`src/rtl/uart_pkg.sv`:
```
// rtl/uart_pkg.sv - shared types and helpers for uart_tx (optional UART_TX_PARITY_EN adds the PARITY state)
package uart_pkg;

  // Width of the bit-period counter; bounds the largest usable divider.
  localparam int TICK_W = 16;

  // Frame states. Encodings are fixed so they can be mirrored as plain
  // localparam constants inside the FSM.
  typedef enum logic [2:0] {
    ST_IDLE   = 3'd0,
    ST_START  = 3'd1,
    ST_DATA   = 3'd2,
    ST_STOP   = 3'd3
`ifdef UART_TX_PARITY_EN
    ,
    ST_PARITY = 3'd4
`endif
  } uart_state_e;

  // Clock cycles per bit, rounded to nearest: (CLOCK*1e6 + BAUD/2) / BAUD.
  // Done in 64-bit so large clock frequencies do not overflow.
  function automatic int calc_div(input int clock_mhz, input int baud);
    longint num;
    num = longint'(clock_mhz) * longint'(1000000) + longint'(baud / 2);
    return int'(num / longint'(baud));
  endfunction

endpackage

```
`src/rtl/uart_baud_tick.sv`:
```
// rtl/uart_baud_tick.sv - bit-period counter producing a one-cycle tick every DIV cycles
module uart_baud_tick
  import uart_pkg::*;
#(
  parameter int DIV = 434
) (
  input  logic clk,
  input  logic rst_n,
  input  logic run,
  input  logic restart,
  output logic tick
);

  localparam logic [TICK_W-1:0] LAST = TICK_W'(DIV - 1);

  logic [TICK_W-1:0] count;

  // The tick marks the last cycle of a bit period; a restart in the same
  // cycle takes priority so a new frame always begins with a full period.
  assign tick = run && !restart && (count == LAST);

  // Counter is held at zero when not running so it never free-runs while idle,
  // and self-clears on the tick so every bit period starts from zero.
  always_ff @(posedge clk or negedge rst_n) begin
    if (!rst_n) begin
      count <= '0;
    end else if (restart || !run || tick) begin
      count <= '0;
    end else begin
      count <= count + TICK_W'(1);
    end
  end

endmodule

```
`src/rtl/uart_tx.sv`:
```
// rtl/uart_tx.sv - 8N1 UART transmitter; define UART_TX_PARITY_EN for an even-parity bit (8E1)
module uart_tx
  import uart_pkg::*;
#(
  parameter int CLOCK = 50,
  parameter int BAUD  = 115200
) (
  input  logic       clk,
  input  logic       rst_n,
  input  logic [7:0] tx_data,
  input  logic       tx_valid,
  output logic       tx_ready,
  output logic       txd,
  output logic       busy
);

  localparam int DIV = calc_div(CLOCK, BAUD);

  // Divider must give at least two cycles per bit and fit the tick counter.
  if (DIV < 2 || DIV > 65535) begin : g_div_check
    $error("uart_tx: bit period DIV out of range 2..65535");
  end

  localparam logic [2:0] S_IDLE   = ST_IDLE;
  localparam logic [2:0] S_START  = ST_START;
  localparam logic [2:0] S_DATA   = ST_DATA;
  localparam logic [2:0] S_STOP   = ST_STOP;
`ifdef UART_TX_PARITY_EN
  localparam logic [2:0] S_PARITY = ST_PARITY;
`endif

  logic [2:0] state;
  logic [7:0] shift;
  logic [2:0] bit_idx;
  logic       accept;
  logic       tick;
`ifdef UART_TX_PARITY_EN
  logic       par_bit;
`endif

  assign tx_ready = (state == S_IDLE);
  assign busy     = (state != S_IDLE);
  assign accept   = tx_valid && tx_ready;

  // Acceptance restarts the bit timer; every later state change happens on
  // a tick, which clears the counter by itself.
  uart_baud_tick #(
    .DIV(DIV)
  ) u_baud_tick (
    .clk    (clk),
    .rst_n  (rst_n),
    .run    (busy),
    .restart(accept),
    .tick   (tick)
  );

`ifdef UART_TX_PARITY_EN
  // Even parity is taken from the byte as accepted, since the shift register
  // is consumed while the data bits go out.
  always_ff @(posedge clk or negedge rst_n) begin
    if (!rst_n) begin
      par_bit <= 1'b0;
    end else if (accept) begin
      par_bit <= ^tx_data;
    end
  end
`endif

  // Frame sequencer: txd is registered and always updated together with the
  // state, so each bit level lasts exactly one full bit period.
  always_ff @(posedge clk or negedge rst_n) begin
    if (!rst_n) begin
      state   <= S_IDLE;
      shift   <= 8'h00;
      bit_idx <= 3'd0;
      txd     <= 1'b1;
    end else begin
      case (state)
        S_IDLE: begin
          txd <= 1'b1;
          if (accept) begin
            shift   <= tx_data;
            bit_idx <= 3'd0;
            state   <= S_START;
            txd     <= 1'b0;
          end
        end
        S_START: begin
          if (tick) begin
            state <= S_DATA;
            txd   <= shift[0];
            shift <= {1'b0, shift[7:1]};
          end
        end
        S_DATA: begin
          if (tick) begin
            // Index wraps 7 -> 0 naturally on the last data bit.
            bit_idx <= bit_idx + 3'd1;
            if (bit_idx == 3'd7) begin
`ifdef UART_TX_PARITY_EN
              state <= S_PARITY;
              txd   <= par_bit;
`else
              state <= S_STOP;
              txd   <= 1'b1;
`endif
            end else begin
              txd   <= shift[0];
              shift <= {1'b0, shift[7:1]};
            end
          end
        end
`ifdef UART_TX_PARITY_EN
        S_PARITY: begin
          if (tick) begin
            state <= S_STOP;
            txd   <= 1'b1;
          end
        end
`endif
        S_STOP: begin
          if (tick) begin
            state <= S_IDLE;
            txd   <= 1'b1;
          end
        end
        default: begin
          state <= S_IDLE;
          txd   <= 1'b1;
        end
      endcase
    end
  end

endmodule

```
`config.mk`:
```
export PLATFORM = sky130hd
export DESIGN_NAME = uart_tx
export DESIGN_NICKNAME = d
export VERILOG_FILES = /design/src/rtl/uart_pkg.sv /design/src/rtl/uart_baud_tick.sv /design/src/rtl/uart_tx.sv
export SDC_FILE = /design/constraint.sdc
export NUM_CORES = 1
export LEC_CHECK = 0
export CORE_MARGIN = 3
export CORE_UTILIZATION = 51
export CTS_CLUSTER_SIZE = 20
export DETAILED_ROUTE_END_ITERATION = 10
export PLACE_DENSITY = 0.85
export SLEW_MARGIN = 10
export SYNTH_ARGS = -nofsm -noshare
export SYNTH_HDL_FRONTEND = slang
export SYNTH_SLANG_ARGS = --single-unit
export TNS_END_PERCENT = 50
```
`constraint.sdc`:
```
create_clock -name clk -period 1.9 [get_ports clk]
set_input_delay 0.38 -clock clk [delete_from_list [all_inputs] [get_ports clk]]
set_output_delay 0.38 -clock clk [all_outputs]
set_load 0.005 [all_outputs]
```
==> results of run 1 <==
-- registers in the layout, indices dropped and copies added (netlist names) --
register / flops
txd: 1
state: 2
u_baud_tick.count: 16
shift: 8
bit_idx: 3
-- power by group --
part | switching, W | internal, W
sequential | 0.00000468 | 0.000647
clock | 0.000207 | 0.000182
combinational | 0.0000212 | 0.0000351
total | 0.000233 | 0.000864
-- metal layers --
metal  vias to the layer above  track usage  share of wire
met5                         -            0              0
met4                         0       0.0826          0.017
met3                         4       0.0612          0.033
met2                        15        0.320           0.53
met1                       582        0.202           0.42
li1                        588            -              -
-- worst paths after layout --
kind	cells after the start	endpoint	start
max in group asynchronous	2	u_baud_tick.count[3]$_DFF_PN0_	rst_n
min in group clk	1	shift[1]$_DFFE_PN0P_	shift[1]$_DFFE_PN0P_
min	1	bit_idx[2]$_DFFE_PN0P_	rst_n
max	6	state[1]$_DFFE_PN0P_	state[1]$_DFFE_PN0P_
max reg2reg	6	state[1]$_DFFE_PN0P_	state[1]$_DFFE_PN0P_
min reg2reg	1	shift[1]$_DFFE_PN0P_	shift[1]$_DFFE_PN0P_
-- through the flow --
step / setup TNS (ns) / instances / hold slack (ns) / area (sq um) / utilization
global placement: 0 / 215 / 0.484 / 1930 / 0.626
floorplan: 0 / 149 / 0.0844 / 1650 / -
detailed placement: -0.270 / 215 / 0.491 / 1930 / 0.626
finish: -0.0145 / 226 / 0.381 / 2040 / 0.663
global route: -0.657 / 226 / 0.370 / 2040 / 0.663
CTS: 0 / 226 / 0.379 / 2040 / 0.662
-- cell type report --
cell class	instances	area (sq um)	share of cell area
multi-input combinational	108	883	0.433
sequential	30	752	0.368
timing repair buffer	27	258	0.126
clock buffer	8	58.8	0.0288
tap	44	55.1	0.0270
inverter	9	33.8	0.0166
-- what timing repair did --
action | CTS | global route
setup endpoints to repair | 10 | 11
resized for setup | 6 | 2
pin swaps | 2 | 0
cloned | 0 | 0
buffers inserted | 3 | 0
-- cells in the mapped netlist --
cell type | count | share of area
nor2_1 | 22 | 0.050
mux2_2 | 17 | 0.12
xnor2_1 | 14 | 0.074
dfstp_2 | 1 | 0.016
inv_1 | 9 | 0.020
a211oi_2 | 1 | 0.0076
dfrtp_1 | 29 | 0.44
o21ai_0 | 1 | 0.0030
a22o_1 | 1 | 0.0053
nor4_4 | 1 | 0.013
xor2_1 | 1 | 0.0053
a21o_1 | 1 | 0.0045
nor3_1 | 5 | 0.015
or3_1 | 1 | 0.0038
and4b_1 | 1 | 0.0061
nor4_2 | 1 | 0.0076
nor4_1 | 4 | 0.015
clkbuf_1 | 1 | 0.0023
buf_1 | 1 | 0.0023
nand4_4 | 1 | 0.013
nand3_1 | 5 | 0.015
mux2i_1 | 2 | 0.012
a2bb2oi_1 | 1 | 0.0053
o32ai_4 | 1 | 0.017
nor2b_1 | 3 | 0.011
a21oi_1 | 2 | 0.0061
nand2_1 | 6 | 0.014
and4bb_2 | 1 | 0.0076
ha_1 | 9 | 0.068
nand4_1 | 4 | 0.015
o2bb2ai_1 | 2 | 0.011
-- cells by family after synthesis --
logic type,after synthesis,share of synthesized area
muxes,19,0.128
buffers and inverters,11,0.0250
and+or+nand+nor,55,0.186
xor gates and xnor gates,15,0.0794
adders and majority gates,9,0.0681
DFF,30,0.455
AOI/OAI and AO/OA,10,0.0590
==> flow_metrics.env, run 1 <==
export IMPL_maxCapViolCount=0
export IMPL_hpwl_microns=2360
export IMPL_wirelength_microns=3180
export IMPL_port_buffers=13
export IMPL_ys_ff_latch=30
export IMPL_rows=20
export IMPL_slew_violations=0
export IMPL_peakVddDrop_uv=449
export IMPL_grt_antenna_before_repair=0
export IMPL_syn_inst=149
export IMPL_cp_common_cell="buf_4"
export IMPL_rsz0062_at_grt="yes"
export IMPL_grt_pass1_wl_microns=5580
export IMPL_clk_pin_slew_worst_paths_ns=0.09
export IMPL_path_class="register to register"
export IMPL_top_level_ports=14
export IMPL_drt_iter0_drc=28
export IMPL_yosysUniqueCellTypes=31
export IMPL_diodes=0
export IMPL_fmax_mhz=522
export IMPL_path_delay_family="flip-flops"
export IMPL_cts_root_buf="clkbuf_4"
export IMPL_rrSetupSlack_ns=-0.01
export IMPL_dieHeight_microns=63.0
export IMPL_finalSetupViolations=1
export IMPL_fin_crit_ns=1.91
export IMPL_cp_cell_sequence="buf_4, buf_4, ha_1, or3_4, a211oi_2, mux2_2"
export IMPL_cp_start_kind="register"
export IMPL_area_growth_pct=23.4
export IMPL_crit_required_ns=2.12
export IMPL_avgViaCountPerCell=5.26
export IMPL_fin_nets=201
export IMPL_n_fill_cell=237
export IMPL_core_sq_um=3080
export IMPL_min_path_type="input port to async pin"
export IMPL_critPathMaxStageDelay_ns=0.39
export IMPL_worst_pin_slew_ns=0.492
export IMPL_first_pass_iters=4
export IMPL_violations="setup timing"
export IMPL_yosysSeqAreaShare=0.455
export IMPL_drc=0
export IMPL_grt_usage=0.184
export IMPL_final_cell_mix="dfrtp_1 (29), nor2_1 (22), mux2_2 (16)"
export IMPL_clock_latency_ns=0.32
export IMPL_power_density_nw_per_um2=538
export IMPL_post_drt_wl_per_cell_microns=14.1
export IMPL_ctsHtreeMaxLevel=2
export IMPL_clk_path_buf_depth=2
export IMPL_slew_headroom=0.671
export IMPL_dieArea_sq_um=3960
export IMPL_hold_violations=0
export IMPL_skew_ns=0.0105
export IMPL_cts_tree="done"
export IMPL_numCtsBuffers=5
export IMPL_grt_overflow_total=0
export IMPL_vias=1189
export IMPL_ant_nets=0
export IMPL_hold_buffers=0
export IMPL_first_global_vias=1222
export IMPL_start_util=0.537
export IMPL_fp_dieW_microns=63.0
export IMPL_pre_cts_ws_ns=-0.0387
export IMPL_cts_sinks=30
export IMPL_drive_gt1_frac=0.264
export IMPL_arrival_ns=2.13
export IMPL_crit_buf_inv=2
export IMPL_grt_max_degree=23
export IMPL_syn_cell_area_sq_um=1650
export IMPL_post_route_period_util=1.01
export IMPL_synth_avg_cell_area_sq_um=11.1
export IMPL_slowest_stage="dfrtp_1"
export IMPL_place_congestion=0.833
export IMPL_setup_ws_ns=-0.0145
export IMPL_endpoint_kind="register"
export IMPL_layout_commonest_cell="dfrtp_1"
export IMPL_power_w=0.00110
export IMPL_yosysWarningCount=0
export IMPL_power_leakage_nw=0.886
export IMPL_outcome="finished with violations"
export IMPL_synth_fp_nets=169
export IMPL_cp_max_fo=3
(Power assumes the default switching activity.)
==> inputs of run 2 (changes only) <==
--- a/config.mk
+++ b/config.mk
@@ -9,7 +9,9 @@
 export CORE_UTILIZATION = 51
 export CTS_CLUSTER_SIZE = 20
 export DETAILED_ROUTE_END_ITERATION = 10
-export PLACE_DENSITY = 0.85
+export GPL_ROUTABILITY_DRIVEN = 0
+export GPL_TIMING_DRIVEN = 0
+export PLACE_DENSITY = 0.74
 export SLEW_MARGIN = 10
 export SYNTH_ARGS = -nofsm -noshare
 export SYNTH_HDL_FRONTEND = slang
==> run 2 against run 1 <==
The run still ends with setup timing left. Register-to-register slack worse by 0.02 ns. Total power down 0.28%. Design area down 3.6%. Cell count down 3.5%. First-iteration DRC count up 25%. Sequential cell count unchanged. Wire length down 3.5%. Sequential power about the same. Critical path depth unchanged. Via count down 3.2%. Count of clock-buffer cells in the layout down 2. Core utilization down 2.4 points.
==> flow_metrics.env, run 2 (synthesis gave the netlist of run 1 again) <==
export IMPL_ant_nets=0
export IMPL_wirelength_microns=3070
export IMPL_start_util=0.537
export IMPL_drt_iter0_drc=35
export IMPL_hpwl_microns=2180
export IMPL_power_leakage_nw=0.836
export IMPL_power_w=0.00109
export IMPL_first_global_vias=1192
export IMPL_layout_cells_non_filler=218
export IMPL_fin_nets=193
export IMPL_hold_violations=0
export IMPL_core_sq_um=3080
export IMPL_grt_antenna_before_repair=0
export IMPL_reg2reg_from="state[1]$_DFFE_PN0P_"
export IMPL_fmax_mhz=516
export IMPL_diodes=0
export IMPL_layout_commonest_cell="dfrtp_1"
export IMPL_outcome="finished with violations"
export IMPL_slew_headroom=0.566
export IMPL_avgViaCountPerCell=5.28
export IMPL_path_class="register to register"
export IMPL_regMostFlops="u_baud_tick.count"
export IMPL_ctsHtreeMaxLevel=2
export IMPL_rrSetupSlack_ns=-0.04
export IMPL_fp_dieW_microns=63.0
export IMPL_tns_ns=-0.0524
export IMPL_violations="setup timing"
export IMPL_skew_ns=0.0172
export IMPL_dp_cells=206
export IMPL_cp_common_cell="buf_4"
export IMPL_cts_sinks=30
export IMPL_min_path_type="input port to async pin"
export IMPL_reg_top3="u_baud_tick.count x16, shift x8, bit_idx x3"
export IMPL_clk_path_buf_depth=2
export IMPL_clock_latency_ns=0.33
export IMPL_power_density_nw_per_um2=556
export IMPL_vias=1151
export IMPL_peakVddDrop_uv=609
export IMPL_arrival_ns=2.17
export IMPL_grt_max_degree=31
export IMPL_path_delay_family="flip-flops"
export IMPL_finalSetupViolations=2
export IMPL_rsz0062_at_grt="yes"
export IMPL_area_growth_pct=19.0
export IMPL_post_route_period_util=1.02
export IMPL_endpoint_kind="register"
export IMPL_clk_pin_slew_worst_paths_ns=0.10
export IMPL_numCtsBuffers=5
export IMPL_dieHeight_microns=63.0
export IMPL_top_level_ports=14
export IMPL_crit_required_ns=2.13
export IMPL_dieArea_sq_um=3960
export IMPL_final_cell_mix="dfrtp_1 (29), nor2_1 (22), mux2_2 (16)"
export IMPL_crit_buf_inv=2
export IMPL_grt_pass1_wl_microns=5630
export IMPL_fin_crit_ns=1.94
export IMPL_grt_overflow_total=0
export IMPL_rows=20
export IMPL_port_buffers=13
export IMPL_cts_root_buf="clkbuf_4"
export IMPL_slowest_stage="dfrtp_1"
export IMPL_slew_violations=0
export IMPL_drc=0
export IMPL_crit_start="state[1]$_DFFE_PN0P_"
export IMPL_worst_pin_slew_ns=0.650
export IMPL_cp_cell_sequence="buf_4, buf_4, ha_1, or3_4, a211oi_2, mux2_4"
export IMPL_critPathMaxStageDelay_ns=0.41
export IMPL_maxCapViolCount=0
export IMPL_post_drt_wl_per_cell_microns=14.1
export IMPL_grt_usage=0.184
export IMPL_first_pass_iters=4
export IMPL_drive_gt1_frac=0.253
export IMPL_cp_max_fo=3
export IMPL_cts_tree="done"
export IMPL_largest_register_ffs=16
export IMPL_cp_start_kind="register"
export IMPL_setup_ws_ns=-0.0392
-- run 2: path summary, 6_finish.rpt --
kind                                               end  cells past startpoint
worst min-delay path              shift[7]$_DFFE_PN0P_                      1
worst max-delay path              state[1]$_DFFE_PN0P_                      6
worst max register to register    state[1]$_DFFE_PN0P_                      6
min in group clk                  shift[2]$_DFFE_PN0P_                      1
worst min register to register    shift[2]$_DFFE_PN0P_                      1
max in group asynchronous       bit_idx[2]$_DFFE_PN0P_                      1
-- run 2: area by class of cell --
class                           count  area, sq um
Fill cell                         252         1110
Clock inverter                      2         12.5
Timing Repair Buffer               18          161
Clock buffer                        6         51.3
Sequential cell                    30          752
Buffer                              1         5.00
Tap cell                           44         55.1
Inverter                            9         33.8
Multi-Input combinational cell    108          897
-- run 2: metal layers --
layer,share of wire,GRT usage,vias up,wire (microns)
li1,-,-,564,-
met1,0.43,0.228,555,1340
met2,0.50,0.291,23,1530
met3,0.038,0.0629,9,118
met4,0.029,0.0771,0,89
met5,0,0,-,0
-- run 2: metrics by stage --
step	instance area, sq um	worst slack, ns	utilization	hold slack, ns
final	1970	-0.0392	0.639	0.0567
after CTS	1960	-0.0191	0.636	0.0600
after global routing	1970	-0.106	0.639	0.0829
after detailed placement	1830	-0.215	0.596	0.443
after global placement	1840	-0.152	0.598	0.484
after floorplan	1650	0.00225	-	0.0844
-- run 2: worst reg2reg max path: stages, from the launching register on --
cell and delay [ns]:
dfrtp_1 0.41, buf_4 0.15, buf_4 0.13, ha_1 0.17, or3_4 0.37, a211oi_2 0.27, mux2_4 0.33
-- run 2: power by group --
part / internal [W] / switching [W] / total (W)
clock: 0.000178 / 0.000217 / 0.000394
combinational: 0.0000294 / 0.0000193 / 0.0000487
sequential: 0.000647 / 0.00000467 / 0.000651
total: 0.000854 / 0.000241 / 0.00109
-- run 2: timing repair --
action	in CTS	in global routing
setup endpoints to repair	12	22
pin swaps	3	1
buffers inserted	5	0
resized for setup	6	5
hold buffers	0	0
==> inputs of run 3 (changes only) <==
--- a/config.mk
+++ b/config.mk
@@ -10,7 +10,6 @@
 export CTS_CLUSTER_SIZE = 20
 export DETAILED_ROUTE_END_ITERATION = 10
 export GPL_ROUTABILITY_DRIVEN = 0
-export GPL_TIMING_DRIVEN = 0
 export PLACE_DENSITY = 0.74
 export SLEW_MARGIN = 10
 export SYNTH_ARGS = -nofsm -noshare
==> run 3 against run 2 <==
The run now ends clean. Count of clock-buffer cells in the layout is 1 higher. Worst setup slack better by 0.047 ns. Sequential power hardly changed. Register-to-register slack better by 0.05 ns. Critical path depth stayed put. Worst hold slack better by 0.38 ns. Sequential share of layout area is 2.9 points lower. Via count is 6.0% higher. Sequential cell count stayed put. Core utilization is 5.3 points higher. Wire length is 10% higher. Critical path type is now register to output port. Highest routed layer unchanged.
==> flow_metrics.env, run 3 (synthesis gave the netlist of run 1 again) <==
export IMPL_outcome="finished clean"
export IMPL_dieArea_sq_um=3960
export IMPL_area_growth_pct=28.8
export IMPL_dieHeight_microns=63.0
export IMPL_drc=0
export IMPL_dp_cells=223
export IMPL_layout_commonest_cell="dfrtp_1"
export IMPL_core_sq_um=3080
export IMPL_reg_top3="u_baud_tick.count x16, shift x8, bit_idx x3"
export IMPL_power_frac_clock=0.359
export IMPL_fin_nets=208
export IMPL_hold_violations=0
export IMPL_p_switching_w=0.000242
export IMPL_grt_antenna_before_repair=0
export IMPL_clk_pin_slew_worst_paths_ns=0.10
export IMPL_hpwl_microns=2460
export IMPL_maxCapViolCount=0
export IMPL_grt_pass1_wl_microns=5790
export IMPL_start_util=0.537
export IMPL_clock_latency_ns=0.33
export IMPL_path_class="register to output port"
export IMPL_regMostFlops="u_baud_tick.count"
export IMPL_ctsHtreeMaxLevel=2
export IMPL_p_int_w=0.000859
export IMPL_slew_violations=0
export IMPL_top_level_ports=14
export IMPL_cts_sinks=30
export IMPL_p_seq_frac=0.592
export IMPL_crit_required_ns=1.52
export IMPL_grt_usage=0.189
export IMPL_skew_ns=0.00760
export IMPL_wirelength_microns=3390
export IMPL_rsz0062_at_grt="yes"
export IMPL_fin_crit_ns=1.89
export IMPL_first_global_vias=1314
export IMPL_diodes=0
export IMPL_grt_max_degree=31
export IMPL_drive_gt1_frac=0.317
export IMPL_grt_overflow_total=0
export IMPL_worst_pin_slew_ns=0.377
export IMPL_peakVddDrop_uv=373
export IMPL_hold_ws_ns=0.435
export IMPL_numCtsBuffers=5
export IMPL_post_drt_wl_per_cell_microns=14.6
export IMPL_arrival_ns=1.51
export IMPL_rows=20
export IMPL_clk_path_buf_depth=2
export IMPL_fp_dieW_microns=63.0
export IMPL_tns_ns=0
export IMPL_largest_register_ffs=16
export IMPL_cts_tree="done"
export IMPL_cp_max_fo=5
export IMPL_fmax_mhz=528
export IMPL_power_leakage_nw=0.928
export IMPL_layout_cells_non_filler=233
export IMPL_drt_iter0_drc=54
export IMPL_slew_headroom=0.749
export IMPL_combPwrFrac=0.049
export IMPL_first_pass_iters=4
export IMPL_post_route_period_util=0.996
export IMPL_n_fill_cell=239
export IMPL_switching_share=0.220
export IMPL_avgViaCountPerCell=5.24
export IMPL_cts_root_buf="clkbuf_4"
export IMPL_ant_nets=0
export IMPL_min_path_type="input port to async pin"
export IMPL_rrSetupSlack_ns=0.008
export IMPL_finalSetupViolations=0
export IMPL_final_cell_mix="dfrtp_1 (29), nor2_1 (22), buf_4 (18)"
export IMPL_power_density_nw_per_um2=517
export IMPL_endpoint_kind="output port"
export IMPL_port_buffers=13
export IMPL_cp_start_kind="register"
export IMPL_vias=1220
## run 3: critical path, cell delays in order (launching register included)
cell and delay, ns:
dfrtp_1 0.40, buf_4 0.14, inv_2 0.07, ha_4 0.13, buf_4 0.13, inv_1 0.06
dlygate4sd2_1 0.26
## run 3: final timing paths
kind | startpoint | end | cells after the start
max | state[0]$_DFFE_PN0P_ | busy | 6
max reg2reg | state[0]$_DFFE_PN0P_ | shift[6]$_DFFE_PN0P_ | 8
min reg2reg | shift[1]$_DFFE_PN0P_ | shift[1]$_DFFE_PN0P_ | 1
min | rst_n | shift[7]$_DFFE_PN0P_ | 2
max in group asynchronous | rst_n | txd$_DFFE_PN1P_ | 2
min in group clk | shift[1]$_DFFE_PN0P_ | shift[1]$_DFFE_PN0P_ | 1
## run 3: cell type report
| class | count | area [sq um] | area share |
|---|---|---|---|
| Tap cell | 44 | 55.1 | 0.0258 |
| Clock inverter | 1 | 5.00 | 0.00235 |
| Timing Repair Buffer | 34 | 309 | 0.145 |
| Multi-Input combinational cell | 108 | 921 | 0.432 |
| Inverter | 9 | 33.8 | 0.0159 |
| Clock buffer | 7 | 55.1 | 0.0258 |
| Sequential cell | 30 | 752 | 0.353 |
## run 3: repair_timing
action | in CTS | in global routing
setup buffers | 2 | 1
endpoints found under the setup margin | 2 | 12
cloned | 0 | 0
resized for setup | 4 | 13
pin swaps | 2 | 3
hold buffers | 0 | 0
## run 3: metrics by stage
step | utilization | power, W | setup slack (ns) | instance area, sq um
after floorplan | - | 0.000678 | 0.00225 | 1650
after global placement | 0.646 | 0.000716 | 0.0826 | 1990
after detailed placement | 0.646 | 0.000719 | 0.0330 | 1990
after CTS | 0.673 | 0.00112 | -0.129 | 2070
after global routing | 0.692 | 0.00116 | -0.0833 | 2130
final | 0.692 | 0.00110 | 0.00768 | 2130
## run 3: power groups by stage
| stage | registers [W] | clock network [W] | logic (W) |
|---|---|---|---|
| 6_report | 0.000652 | 0.000395 | 0.0000537 |
| 5_1_grt | 0.000653 | 0.000443 | 0.0000595 |
| 4_1_cts | 0.000652 | 0.000411 | 0.0000548 |
| 3_5_place_dp | 0.000664 | 0 | 0.0000546 |
| 3_3_place_gp | 0.000663 | 0 | 0.0000525 |
| 2_1_floorplan | 0.000662 | 0 | 0.0000158 |
## run 3: per-layer routing
layer	track usage	up-vias	routed length, microns
li1	-	594	-
met1	0.198	604	1370
met2	0.344	17	1880
met3	0.0612	5	101
met4	0.0771	0	48
met5	0	-	0
